<file path="src/rtl/pwm_dac_tone_gen_pkg.sv">
// pwm_dac_tone_gen shared constants: widths, tuning words, sine LUT.
// Tuning words assume a 50 MHz clock and fs = 50e6/256.
package pwm_dac_pkg;

  localparam int PWM_BITS      = 8;
  localparam int PHASE_BITS    = 24;
  localparam int LUT_ADDR_BITS = 6;

  typedef logic [1:0]            sel_t;
  typedef logic [PHASE_BITS-1:0] phase_t;
  typedef logic [PWM_BITS-1:0]   duty_t;

  localparam duty_t MID = duty_t'(1 << (PWM_BITS - 1));

  localparam phase_t TW [4] = '{
    24'd0, 24'd37796, 24'd85899, 24'd171799
  };

  localparam logic [6:0] QLUT [2**LUT_ADDR_BITS] = '{
    7'd0,   7'd3,   7'd6,   7'd9,   7'd12,  7'd16,  7'd19,  7'd22,
    7'd25,  7'd28,  7'd31,  7'd34,  7'd37,  7'd40,  7'd43,  7'd46,
    7'd49,  7'd51,  7'd54,  7'd57,  7'd60,  7'd63,  7'd65,  7'd68,
    7'd71,  7'd73,  7'd76,  7'd78,  7'd81,  7'd83,  7'd85,  7'd88,
    7'd90,  7'd92,  7'd94,  7'd96,  7'd98,  7'd100, 7'd102, 7'd104,
    7'd106, 7'd107, 7'd109, 7'd111, 7'd112, 7'd113, 7'd115, 7'd116,
    7'd117, 7'd118, 7'd120, 7'd121, 7'd122, 7'd122, 7'd123, 7'd124,
    7'd125, 7'd125, 7'd126, 7'd126, 7'd126, 7'd127, 7'd127, 7'd127
  };

  function automatic duty_t sine_sample(logic [7:0] p);
    logic [LUT_ADDR_BITS-1:0] i;
    duty_t                    mag;
    i   = p[6] ? ~p[5:0] : p[5:0];
    mag = {1'b0, QLUT[i]};
    return p[7] ? MID - mag : MID + mag;
  endfunction

endpackage

</file>
<file path="src/rtl/pwm_dac_tone_gen_if.sv">
// pwm_dac_tone_gen pin bundle: tone select in, PWM and debug out.
// master = system side, slave = tone generator.
interface pwm_dac_tone_gen_if;
  import pwm_dac_pkg::*;

  sel_t  frequency_export;
  logic  pwm_out;
  logic  sample_tick;
  duty_t sample_dbg;

  modport master (
    output frequency_export,
    input  pwm_out,
    input  sample_tick,
    input  sample_dbg
  );

  modport slave (
    input  frequency_export,
    output pwm_out,
    output sample_tick,
    output sample_dbg
  );

endinterface

</file>
<file path="src/rtl/pwm_dac_tone_gen_modulator.sv">
// pwm_modulator: free-running counter, duty reload at wrap,
// period tick and registered PWM bit.
module pwm_modulator
  import pwm_dac_pkg::*;
(
  input  logic  clk,
  input  logic  rst_n,
  input  duty_t sample,
  output logic  tick,
  output logic  pwm_out,
  output duty_t duty_reg
);

  duty_t pwm_cnt;

  assign tick = &pwm_cnt;

  // counter, duty reload on the last count, registered compare
  always_ff @(posedge clk or negedge rst_n) begin
    if (!rst_n) begin
      pwm_cnt  <= '0;
      duty_reg <= MID;
      pwm_out  <= 1'b0;
    end else begin
      pwm_cnt <= pwm_cnt + 1'b1;
      pwm_out <= (pwm_cnt < duty_reg);
      if (tick) duty_reg <= sample;
    end
  end

endmodule

</file>
<file path="src/rtl/pwm_dac_tone_gen.sv">
// pwm_dac_tone_gen: select synchronizer, phase accumulator and
// quarter-wave sine lookup feeding the PWM modulator.
module pwm_dac_tone_gen
  import pwm_dac_pkg::*;
(
  input logic               clk_clk,
  input logic               reset_reset_n,
  pwm_dac_tone_gen_if.slave io
);

  sel_t   sel_meta;
  sel_t   sel_sync;
  sel_t   sel_active;
  phase_t phase;
  duty_t  sample_reg;
  duty_t  duty_reg;
  logic   tick;

  // two-flop synchronizer for the PIO select
  always_ff @(posedge clk_clk or negedge reset_reset_n) begin
    if (!reset_reset_n) begin
      sel_meta <= '0;
      sel_sync <= '0;
    end else begin
      sel_meta <= io.frequency_export;
      sel_sync <= sel_meta;
    end
  end

  // phase step and select update only at the period boundary
  always_ff @(posedge clk_clk or negedge reset_reset_n) begin
    if (!reset_reset_n) begin
      sel_active <= '0;
      phase      <= '0;
    end else if (tick) begin
      sel_active <= sel_sync;
      if (sel_sync == '0) phase <= '0;
      else                phase <= phase + TW[sel_active];
    end
  end

  // sine lookup, silence at mid-scale when the tone is off
  always_ff @(posedge clk_clk or negedge reset_reset_n) begin
    if (!reset_reset_n) sample_reg <= MID;
    else if (sel_active == '0) sample_reg <= MID;
    else sample_reg <= sine_sample(phase[PHASE_BITS-1 -: 8]);
  end

  pwm_modulator u_mod (
    .clk      (clk_clk),
    .rst_n    (reset_reset_n),
    .sample   (sample_reg),
    .tick     (tick),
    .pwm_out  (io.pwm_out),
    .duty_reg (duty_reg)
  );

  assign io.sample_tick = tick;
  assign io.sample_dbg  = duty_reg;

endmodule
</file>
<file path="src/flat_wrapper.sv">
// flat-port wrapper written by rule: the top's interface ports become plain ports
module pwm_dac_tone_gen_flat import pwm_dac_pkg::*;
  (clk_clk, reset_reset_n, io_frequency_export, io_pwm_out, io_sample_tick, io_sample_dbg);
  pwm_dac_tone_gen_if io_i ();
  input logic clk_clk;
  input logic reset_reset_n;
  input wire logic [$bits(io_i.frequency_export)-1:0] io_frequency_export;
  output wire logic [$bits(io_i.pwm_out)-1:0] io_pwm_out;
  output wire logic [$bits(io_i.sample_tick)-1:0] io_sample_tick;
  output wire logic [$bits(io_i.sample_dbg)-1:0] io_sample_dbg;
  assign io_i.frequency_export = io_frequency_export;
  assign io_pwm_out = io_i.pwm_out;
  assign io_sample_tick = io_i.sample_tick;
  assign io_sample_dbg = io_i.sample_dbg;
  pwm_dac_tone_gen u_core (.clk_clk(clk_clk), .reset_reset_n(reset_reset_n), .io(io_i));
endmodule
</file>
<file path="config.mk">
export PLATFORM = sky130hd
export DESIGN_NAME = pwm_dac_tone_gen_flat
export DESIGN_NICKNAME = d
export VERILOG_FILES = /design/src/rtl/pwm_dac_tone_gen_pkg.sv /design/src/rtl/pwm_dac_tone_gen_if.sv /design/src/rtl/pwm_dac_tone_gen_modulator.sv /design/src/rtl/pwm_dac_tone_gen.sv /design/src/flat_wrapper.sv
export SDC_FILE = /design/constraint.sdc
export NUM_CORES = 1
export LEC_CHECK = 0
export BUFFER_PORTS_ARGS = -buffer_cell sky130_fd_sc_hd__buf_4
export CORE_UTILIZATION = 44
export CTS_CLUSTER_DIAMETER = 40
export DETAILED_ROUTE_END_ITERATION = 10
export SLEW_MARGIN = 5
export SYNTH_ARGS = -nofsm -noshare
export SYNTH_HDL_FRONTEND = slang
export SYNTH_SLANG_ARGS = --single-unit
export TNS_END_PERCENT = 20
</file>
<file path="constraint.sdc">
create_clock -name clk_clk -period 5.7 [get_ports clk_clk]
set_input_delay 0.57 -clock clk_clk [delete_from_list [all_inputs] [get_ports clk_clk]]
set_output_delay 0.57 -clock clk_clk [all_outputs]
set_load 0.005 [all_outputs]
</file>
After elaboration in Yosys (flattened, before gate mapping)
Memory sizes are Yosys's and may differ from the RTL's. Cells that the tools add are included.

Add/subtract/negate cells: 4. Magnitude comparators: 3. Mux-type cells: 9. Bitwise operators: 3. Reductions and logical operators: 3.

Operator list (number): two-way mux 24 bit (3); binary-select mux 24 bit (select 2 bit) (1); adder 24 bit (1); two-way mux 8 bit (2); two-way mux 7 bit (2); adder 8 x 1 -> 8 bit (second input constant) (1); adder 8 x 7 -> 8 bit (first input constant) (1); less-than comparator 8 bit (1); AND reduction 8 bit (1); subtractor 8 x 7 -> 8 bit (first input constant) (1); greater-or-equal comparator 7 bit (second input constant) (1); NOT 6 -> 7 bit (1); two-way mux 6 bit (1); NOT 6 bit (1); logical NOT 2 bit (2); greater-or-equal comparator 3 bit (second input constant) (1); NOT 2 -> 3 bit (1).

Flip-flop bits (word level): 55. Bits in read-only memories: 448. Bits of input ports: 4. Output and inout port bits: 10. Memories kept: 1.

Memories: (name not given) (words 64, bits a word 7, rd ports 1, clocked after Yosys merged registers in 0, wr ports 0, RTL line pwm_dac_tone_gen_pkg.sv:34) `mag = {1'b0, QLUT[i]};`.

Logic depth before layout (Yosys ltp)
Gate-level depths: netlist of run 1.

Word-level depth: 9. Mapped depth: 18. Depth with buffers taken out: 15.

By module
From an unflattened synthesis of run 1, not the netlist that was laid out.

Cell total of the unflattened synthesis: 551. Area total of the unflattened synthesis: 4812.1 um^2.

Modules (own cells, without submodules): pwm_dac_tone_gen (times used 1, cells each 482, area an instance 3937.5 um^2, seq. area each 952.2 um^2); pwm_modulator (times used 1, cells each 69, area an instance 874.6 um^2, seq. area each 426.7 um^2).

Worst setup path before layout of run 1
Ideal clock, no wire load.

Kind: register -> register. Start: register u_core.phase[22]. End: register u_core.sample_reg[6]. Arrival time: 3.121 ns. Slack: 2.449 ns. Stages on the path, launching flop included: 18. Cell sequence: dfrtp_1 buf_2 buf_2 buf_2 xor2_1 inv_1 ha_1 or3_1 o211a_1 nor4_2 o21ai_1 nand2_1 ha_1 inv_1 a221oi_1 a41oi_1 xor2_1 nor2_1.

Word-level cells in the longest chain between the ends: 8.

Ends and longest elaborated chain: from (decl) (RTL line pwm_dac_tone_gen.sv:14) `phase_t phase;`; from (signal assigned) (RTL line pwm_dac_tone_gen.sv:38) `else phase <= phase + TW[sel_active];`; two-way mux 6 bit * (RTL line pwm_dac_tone_gen_pkg.sv:33) `i = p[6] ? ~p[5:0] : p[5:0];`; NOT 6 -> 7 bit (implied by the code) * (RTL line pwm_dac_tone_gen_pkg.sv:34); memory read (64 x 7 bit) *; two-way mux 7 bit (implied by the code) * (2 in a row) (RTL line pwm_dac_tone_gen_pkg.sv:34); adder 8 x 7 -> 8 bit or subtractor 8 x 7 -> 8 bit (tied branches) (RTL line pwm_dac_tone_gen_pkg.sv:35) `return p[7] ? MID - mag : MID + mag;`; two-way mux 8 bit * (RTL line pwm_dac_tone_gen_pkg.sv:35); two-way mux 8 bit * (RTL line pwm_dac_tone_gen.sv:45) `else if (sel_active == '0) sample_reg <= MID;`; to (signal assigned) (RTL line pwm_dac_tone_gen.sv:46) `else sample_reg <= sine_sample(phase[PHASE_BITS-1 -: 8]);`; to (decl) (RTL line pwm_dac_tone_gen.sv:15) `duty_t sample_reg;`.

Every way passes the cells marked *; elsewhere a longest branch is shown, timed or not. The select of a mux whose other input is x is not followed. A chain may end at the register's enable or synchronous reset.

Final worst setup path of run 1
Start: register u_core.phase[17]. End: register u_core.sample_reg[6].

Word-level cells in the longest chain between the ends: 9.

Ends and longest elaborated chain (RTL line): NOT 6 bit (pwm_dac_tone_gen_pkg.sv:33); two-way mux 6 bit * (pwm_dac_tone_gen_pkg.sv:33); NOT 6 -> 7 bit (implied by the code) * (pwm_dac_tone_gen_pkg.sv:34); memory read (64 x 7 bit) *; two-way mux 7 bit (implied by the code) * (2 in a row) (pwm_dac_tone_gen_pkg.sv:34); adder 8 x 7 -> 8 bit or subtractor 8 x 7 -> 8 bit (tied branches) (pwm_dac_tone_gen_pkg.sv:35); two-way mux 8 bit * (pwm_dac_tone_gen_pkg.sv:35); two-way mux 8 bit * (pwm_dac_tone_gen.sv:45).

Marked as above.

==> impl_metrics.ini, run 1 <==
[placement]
place_inst = 683
portBuffers = 13
dp_slack_ns = 2.14
hpwl_um = 7980
postPlaceCellArea_mm2 = 0.00478
gp_congestion = 0.923

[cells_and_area]
final_cells = 691
stdcell_area_mm2 = 0.00487
layout-drive-gt1-share = 0.0613
area_growth_syn_to_layout_pct = 4.87
top_register = u_core.phase
num-nets-final = 595
largest_reg_flops = 24
fill_cells = 1013
n_antenna_cell = 0

[global_routing]
antenna_found_initial = 0
grtUsageMet2 = 0.336
met1_usage = 0.302
grt_busiest_layer = met2
met3_usage = 0.0274
grt_first_pass_wirelength_um = 19100
grt_overflow_total = 0
globalRouteTotalUtil = 0.212
grt_max_degree = 56
grt_pass1_vias = 3781

[synthesis]
synth_enable_flop_cells = 0
synth-seq-area-share = 0.297
avgSynthCellArea_um2 = 8.23
async_reset_ff_frac = 1.00
ys_seq_elements = 55
ys.warnings.count = 0
synth-main-ff-cell = dfrtp_1
syn_nets = 606
syn_area_mm2 = 0.00465
ys_types = 73
synth_cells = 565

[route]
vias = 4105
avgViaCountPerCell = 5.94
drt_wl_total_um = 11200
dr.pass1.iters = 8
ant_nets = 0
drc = 2
drtIter0Drc = 260
wl_per_cell_um = 16.2

[die]
io_pins = 14
initial_core_util = 0.452
core-area_mm2 = 0.0103
rows = 37
die-area_mm2 = 0.0110
die_w_um = 105
die_y_um = 105

[cts]
clk_path_buf_depth = 2
cts_tree = built
path_clk_slew_ns = 0.10
cts_resized = 0
numClockSinks = 55
htree_num_levels = 2
post-cts-setup-buffers = 0
clkLatencyLatePin_ns = 0.31
postCtsHoldBufs = 0
cts_buffers = 5
cts-root-buf = clkbuf_8

[power_and_ir_drop]
peakVddDrop_mv = 0.136
power_density_mw_per_mm2 = 131
p_leak_nw = 2.13

[run_status]
status = complete, but fails checks
violations = DRC

[sta]
setup_viol = 0
whs_ns = 0.298
fin_tns_setup_ns = 0
finalMaxSlewViolations = 0
period_share = 0.639
fin_skew_ns = 0.00625
max_slew_margin = 0.342
rsz0062_at_grt = no
tightest_slew_ns = 0.984
fmax_mhz = 274
setup_ws_ns = 2.06
min_period_ns = 3.64
hold_viol_final = 0

[job]
cap_viol_max_count = 0

[worst_setup_path]
critPathSlowestCell = dfrtp_1
crit_chain = nor2b_1 > nand2b_1 > inv_1 > ha_1 > a221oi_1 > a31oi_1 > nor3_1 > a22oi_1 > ha_1 > inv_1 > a221oi_1 > a41oi_1 > xor2_1 > nor2_1
cp-end-kind = flip-flop
startpoint_type = flip-flop
path_class = reg2reg
cp.required_ns = 5.89
crit_fanout = 20
cp.arrival_ns = 3.83
cp_slowest_stage_delay_ns = 0.77

[worst_hold_path]
hp-class = in2async
metrics by stage:
| stage | utilization | total power [W] |
|---|---|---|
| final | 0.474 | 0.000636 |
| after global routing | 0.474 | 0.000662 |
| after CTS | 0.474 | 0.000644 |
| after detailed placement | 0.465 | 0.000411 |
| after global placement | 0.465 | 0.000411 |
| after floorplan | - | 0.000400 |
cells in the mapped netlist, types with 14 or more instances:
cell type,count,area (µm²)
nand2_1,54,203
dfrtp_1,53,1330
nor2_1,40,150
o21ai_0,40,200
ha_1,36,450
a21oi_1,33,165
inv_1,28,105
nor2b_1,16,100
xor2_1,16,140
clkbuf_1,15,56.3
nand3_1,14,70.1
routing by layer:
layer,up-vias,share of wire
met2,123,0.45
met4,0,0.012
met5,-,0
met3,12,0.050
li1,2028,-
met1,1942,0.49
power by group:
part | switching (W) | internal (W) | leakage, nW | total, W
Sequential | 0.00000113 | 0.000391 | 0.738 | 0.000393
Combinational | 0.00000833 | 0.00000148 | 1.35 | 0.00000981
Clock | 0.000134 | 0.0000996 | 0.0474 | 0.000234
worst max-delay path, delay by kind of cell (launching register included):
kind,cells,cell delay [ns]
adders and majority gates,2,0.66
buffers and inverters,2,0.17
xor gates and xnor gates,1,0.16
and+or+nand+nor,4,0.89
AOI/OAI and AO/OA,5,0.85
DFF,1,0.77
path summary, 6_finish.rpt:
path                                                 end  cells after the start                    from  slack [ns]
worst max-delay path                u_core.sample_reg[6]                     14        u_core.phase[17]        2.06
worst min register to register        u_core.sel_sync[0]                      0      u_core.sel_meta[0]        0.37
worst max register to register      u_core.sample_reg[6]                     14        u_core.phase[17]        2.06
worst min-delay path                     u_core.phase[0]                      1           reset_reset_n        0.30
min in group clk_clk                  u_core.sel_meta[0]                      1  io_frequency_export[0]        0.36
max in group asynchronous       u_core.u_mod.duty_reg[4]                      1           reset_reset_n        4.93
cells by family after synthesis:
group,synth area share
flops,0.297
buf+inv,0.0614
fa+ha+maj,0.101
simple gates,0.209
xor+xnor,0.0546
mux,0.0175
compound gates,0.259
final cells by class:
cell class                 instances  area [µm²]  area share
multi-input combinational        445        2980       0.612
sequential                        55        1380       0.283
tap                              136         170      0.0349
timing repair buffer              17         128      0.0262
inverter                          30         115      0.0236
clock buffer                       6        82.6      0.0169
clock inverter                     2        16.3     0.00334
cells in the final DEF (no fill, tap or decap), types with 6 or more instances in the layout:
master,instances
or3_1,9
nor2_1,40
inv_1,28
a21oi_1,33
nor2b_1,16
nor3_1,10
xnor2_1,13
o21ai_0,40
nand3_1,14
mux2i_1,7
a31oi_1,7
buf_4,17
a22o_1,7
dfrtp_1,53
a211oi_1,6
o22ai_1,9
xor2_1,16
nand2b_1,11
nand4_1,6
clkbuf_8,6
a21o_1,11
nand2_1,54
o211ai_1,6
ha_1,36
No activity file was read; power rests on OpenSTA's default activity.
==> run 2, diff against run 1 <==
- clock period: 5.7 -> 3.7 ns (I/O delays scaled with it)
==> impl_metrics.ini, run 2 (synthesis gave the netlist of run 1 again) <==
[run_status]
status = completed

[worst_setup_path]
r2r_start = u_core.phase[22]
critPathSlowestCell = dfrtp_1
crit_fanout = 8
path_delay_family = compound AO/OA/AOI/OAI gates
cp-end-kind = flip-flop
worstRegToRegCells = 14
cp.arrival_ns = 3.51
worst-path-buf-inv = 2
cpMostUsedCell = nor2_1
path_class = reg2reg
cp.required_ns = 3.95
crit_chain = xor2_1 > inv_1 > ha_1 > nor2_1 > nor2_1 > a311oi_1 > o22ai_1 > a22oi_1 > ha_1 > inv_1 > a221oi_1 > a41oi_1 > xor2_1 > nor2_1
startpoint_type = flip-flop
path_depth = 14
cp_slowest_stage_delay_ns = 0.46
critical_path.startpoint = u_core.phase[22]

[cts]
cts-root-buf = clkbuf_8
clk_path_buf_depth = 2
path_clk_slew_ns = 0.11
postCtsHoldBufs = 0
cts_buffers = 5
clkLatencyLatePin_ns = 0.32
numClockSinks = 55
cts_tree = built
htree_num_levels = 2

[die]
initial_core_util = 0.452
rows = 37
die_w_um = 105
io_pins = 14
die-area_mm2 = 0.0110
die_y_um = 105
core-area_mm2 = 0.0103

[job]
cap_viol_max_count = 0

[route]
wl_met1_um = 5470
met2_length_um = 5230
wl_per_cell_um = 16.1
drc = 0
vias = 4124
avgViaCountPerCell = 5.89
dr.max_layer_used = met4
dr.pass1.iters = 7
drtIter0Drc = 387
routed-wl-met3_um = 454
drt_wl_total_um = 11300
ant_nets = 0

[sta]
hold_viol_final = 0
min_period_ns = 3.26
period_share = 0.881
fin_tns_setup_ns = 0
max_slew_margin = 0.449
setup_viol = 0
fin_skew_ns = 0.0135
finalMaxSlewViolations = 0
rsz0062_at_grt = no
fmax_mhz = 307
tightest_slew_ns = 0.824

[power_and_ir_drop]
swShare = 0.232
switchingPower_w = 0.000229
power_density_mw_per_mm2 = 199
peakVddDrop_mv = 0.163
clkPwrFrac = 0.373
combPwrFrac = 0.015
p_leak_nw = 2.18
pwr-share-seq = 0.612
internal_power_w = 0.000759

[cells_and_area]
top_register = u_core.phase
final_cells = 700
fill_cells = 1033
layout-drive-gt1-share = 0.0762
largest_reg_flops = 24
area_growth_syn_to_layout_pct = 6.59
n_antenna_cell = 0
num-nets-final = 604
final_cell_mix = 54 x nand2_1, 53 x dfrtp_1, 40 x nor2_1
stdcell_area_mm2 = 0.00495
final_common_cell = nand2_1

[global_routing]
grt_overflow_total = 0
grt_first_pass_wirelength_um = 19400
grt_max_degree = 56
grt_pass1_vias = 3866
globalRouteTotalUtil = 0.216
antenna_found_initial = 0

[placement]
place_inst = 692
portBuffers = 13
postPlaceCellArea_mm2 = 0.00486
hpwl_um = 8100
gp_congestion = 0.909

[worst_hold_path]
hp-class = in2async
## run 2: final cells by class
type	instances	area [µm²]	area share
clock inverter	2	16.3	0.00328
multi-input combinational	445	2980	0.602
inverter	30	115	0.0232
tap	136	170	0.0343
clock buffer	6	82.6	0.0167
sequential	55	1380	0.278
timing repair buffer	26	208	0.0419
## run 2: power groups by stage
stage | sequential [W] | clock [W] | combinational (W)
3_5_place_dp | 0.000616 | 0 | 0.0000160
6_report | 0.000605 | 0.000368 | 0.0000149
3_3_place_gp | 0.000616 | 0 | 0.0000161
4_1_cts | 0.000605 | 0.000378 | 0.0000161
5_1_grt | 0.000605 | 0.000404 | 0.0000179
2_1_floorplan | 0.000616 | 0 | 0.000000793
## run 2: worst paths after layout
path / endpoint / slack [ns]
hold reg to reg: u_core.sel_sync[1] / 0.37
hold / removal: u_core.phase[11] / 0.08
min in group clk_clk: u_core.sel_meta[1] / 0.16
setup / recovery: u_core.sample_reg[6] / 0.44
setup reg to reg: u_core.sample_reg[6] / 0.44
max in group asynchronous: u_core.u_mod.duty_reg[5] / 3.13
## run 2: timing repair
item | in CTS | in global routing
resized for setup | 0 | 1
setup buffers | 0 | 0
setup endpoints to repair | 0 | 1
## run 2: stage by stage
step	hold WS [ns]	utilization	power, W	worst slack (ns)
2_1_floorplan	0.0744	-	0.000617	0.449
3_3_place_gp	0.346	0.472	0.000632	0.473
3_5_place_dp	0.339	0.472	0.000632	0.453
4_1_cts	0.120	0.482	0.000999	0.438
5_1_grt	0.143	0.482	0.00103	0.0834
6_report	0.0845	0.482	0.000988	0.441
## run 2: per-layer routing
metal | GRT usage | up-vias
met5 | 0 | -
met4 | 0.0533 | 0
met3 | 0.0231 | 12
met2 | 0.346 | 106
met1 | 0.310 | 1972
li1 | - | 2034
==> run 3, diff against run 2 <==
==> constraint.sdc (replaced) <==
create_clock -name clk_clk -period 3.7 [get_ports clk_clk]
set_input_delay 0.74 -clock clk_clk [delete_from_list [all_inputs] [get_ports clk_clk]]
set_output_delay 0.74 -clock clk_clk [all_outputs]
set_load 0.005 [all_outputs]
==> impl_metrics.ini, run 3 (synthesis gave the netlist of run 1 again) <==
[worst_setup_path]
path_class = reg2reg
worstRegToRegCells = 11
r2r_start = u_core.sel_active[1]
cp-end-kind = flip-flop
cp.arrival_ns = 3.45
crit_fanout = 10
startpoint_type = flip-flop
rr_endpoint = u_core.phase[21]
cp.required_ns = 3.91
r2r_setup_slack_ns = 0.46

[sta]
fin_tns_setup_ns = 0
tightest_slew_ns = 0.818
setup_ws_ns = 0.465
fmax_mhz = 309
finalMaxSlewViolations = 0
fin_skew_ns = 0.00892
setup_viol = 0
min_period_ns = 3.24
hold_viol_final = 0
max_slew_margin = 0.451
period_share = 0.874
rsz0062_at_grt = no

[cells_and_area]
top_register = u_core.phase
multiInputGateArea_mm2 = 0.00298
regArea_mm2 = 0.00138
largest_reg_flops = 24
fill_cells = 990
area_growth_syn_to_layout_pct = 6.65
final_cells = 702
num-nets-final = 606
final_cell_mix = 54 x nand2_1, 53 x dfrtp_1, 40 x nor2_1, 40 x o21ai_0, 36 x ha_1
layout-drive-gt1-share = 0.0795
n_antenna_cell = 0
final_common_cell = nand2_1
stdcell_area_mm2 = 0.00496

[global_routing]
grt_first_pass_wirelength_um = 19100
grt_overflow_total = 0
grt_max_degree = 56
grt_pass1_vias = 3795
antenna_found_initial = 0
globalRouteTotalUtil = 0.214

[worst_hold_path]
min_path_cells = 0
worstHoldStart = u_core.sel_meta[1]
hp-class = reg2reg
hold_end = u_core.sel_sync[1]

[power_and_ir_drop]
pwr-share-seq = 0.613
peakVddDrop_mv = 0.128
clkPwrFrac = 0.372
internal_power_w = 0.000759
combPwrFrac = 0.015
swShare = 0.230
p_leak_nw = 2.19
switchingPower_w = 0.000227
power_density_mw_per_mm2 = 199

[placement]
portBuffers = 13
hpwl_um = 8300
postPlaceCellArea_mm2 = 0.00486
dp_slack_ns = 0.510
place_inst = 694
gp_congestion = 0.915

[cts]
clk_path_buf_depth = 2
clkLatencyLatePin_ns = 0.32
cts_resized = 0
postCtsHoldBufs = 0
htree_num_levels = 2
path_clk_slew_ns = 0.10
cts_buffers = 5
cts-root-buf = clkbuf_8
post-cts-setup-buffers = 0
numClockSinks = 55
cts_tree = built

[route]
drc = 0
drtIter0Drc = 395
wl_met1_um = 5640
met2_length_um = 5260
dr.max_layer_used = met4
dr.pass1.iters = 6
wl_per_cell_um = 16.5
avgViaCountPerCell = 6.04
ant_nets = 0
drt_wl_total_um = 11500
routed-wl-met3_um = 499
vias = 4240

[die]
die_y_um = 105
die-area_mm2 = 0.0110
initial_core_util = 0.452
core-area_mm2 = 0.0103
die_w_um = 105
io_pins = 14
rows = 37

[job]
cap_viol_max_count = 0

[run_status]
status = completed
[run 3: changes by cell type in the layout (fill, tap and decap cells not counted), sizes merged]
cell,previous run,this run
buf,26,28
[run 3: per-stage QoR]
stage	util	power (W)	hold slack [ns]
finish	0.482	0.000986	0.364
CTS	0.482	0.000999	0.371
global route	0.482	0.00102	0.380
global placement	0.473	0.000632	0.349
detailed placement	0.473	0.000632	0.336
floorplan	-	0.000617	0.331
[run 3: worst max path at each step]
stage                                 endpoint  cells after the start                  from  slack (ns)
after CTS                     u_core.phase[21]                     11  u_core.sel_active[1]        0.49
after global routing      u_core.sample_reg[6]                     14      u_core.phase[22]        0.13
after detailed placement      u_core.phase[21]                     11  u_core.sel_active[1]        0.51
after floorplan           u_core.sample_reg[6]                     17      u_core.phase[22]        0.45
after global placement        u_core.phase[21]                     11  u_core.sel_active[1]        0.58
final                         u_core.phase[21]                     11  u_core.sel_active[1]        0.46
[run 3: metal layers]
layer | GRT usage | vias up
met3 | 0.0250 | 13
met2 | 0.337 | 124
li1 | - | 2053
met4 | 0.0694 | 0
met1 | 0.304 | 2050
met5 | 0 | -
[run 3: area by class of cell]
class,count,share of cell area
Sequential cell,55,0.278
Multi-Input combinational cell,445,0.602
Clock inverter,2,0.00328
Tap cell,136,0.0343
Clock buffer,6,0.0167
Inverter,30,0.0232
Timing Repair Buffer,28,0.0424
[run 3: worst max-delay path: stages (launching register included)]
cell and delay (ns):
dfrtp_1 0.53, inv_1 0.16, ha_1 0.37, inv_1 0.16
ha_1 0.38, a21oi_1 0.15, o22ai_1 0.09, o21ai_0 0.47
a21boi_1 0.15, o31ai_1 0.44, xor2_1 0.18, nor2_1 0.05
[run 3: power by group through the flow]
stage	combinational [W]	clock, W	sequential (W)
floorplan	0.000000793	0	0.000616
global route	0.0000178	0.000398	0.000605
finish	0.0000147	0.000366	0.000605
CTS	0.0000161	0.000378	0.000605
detailed placement	0.0000160	0	0.000616
global placement	0.0000162	0	0.000616
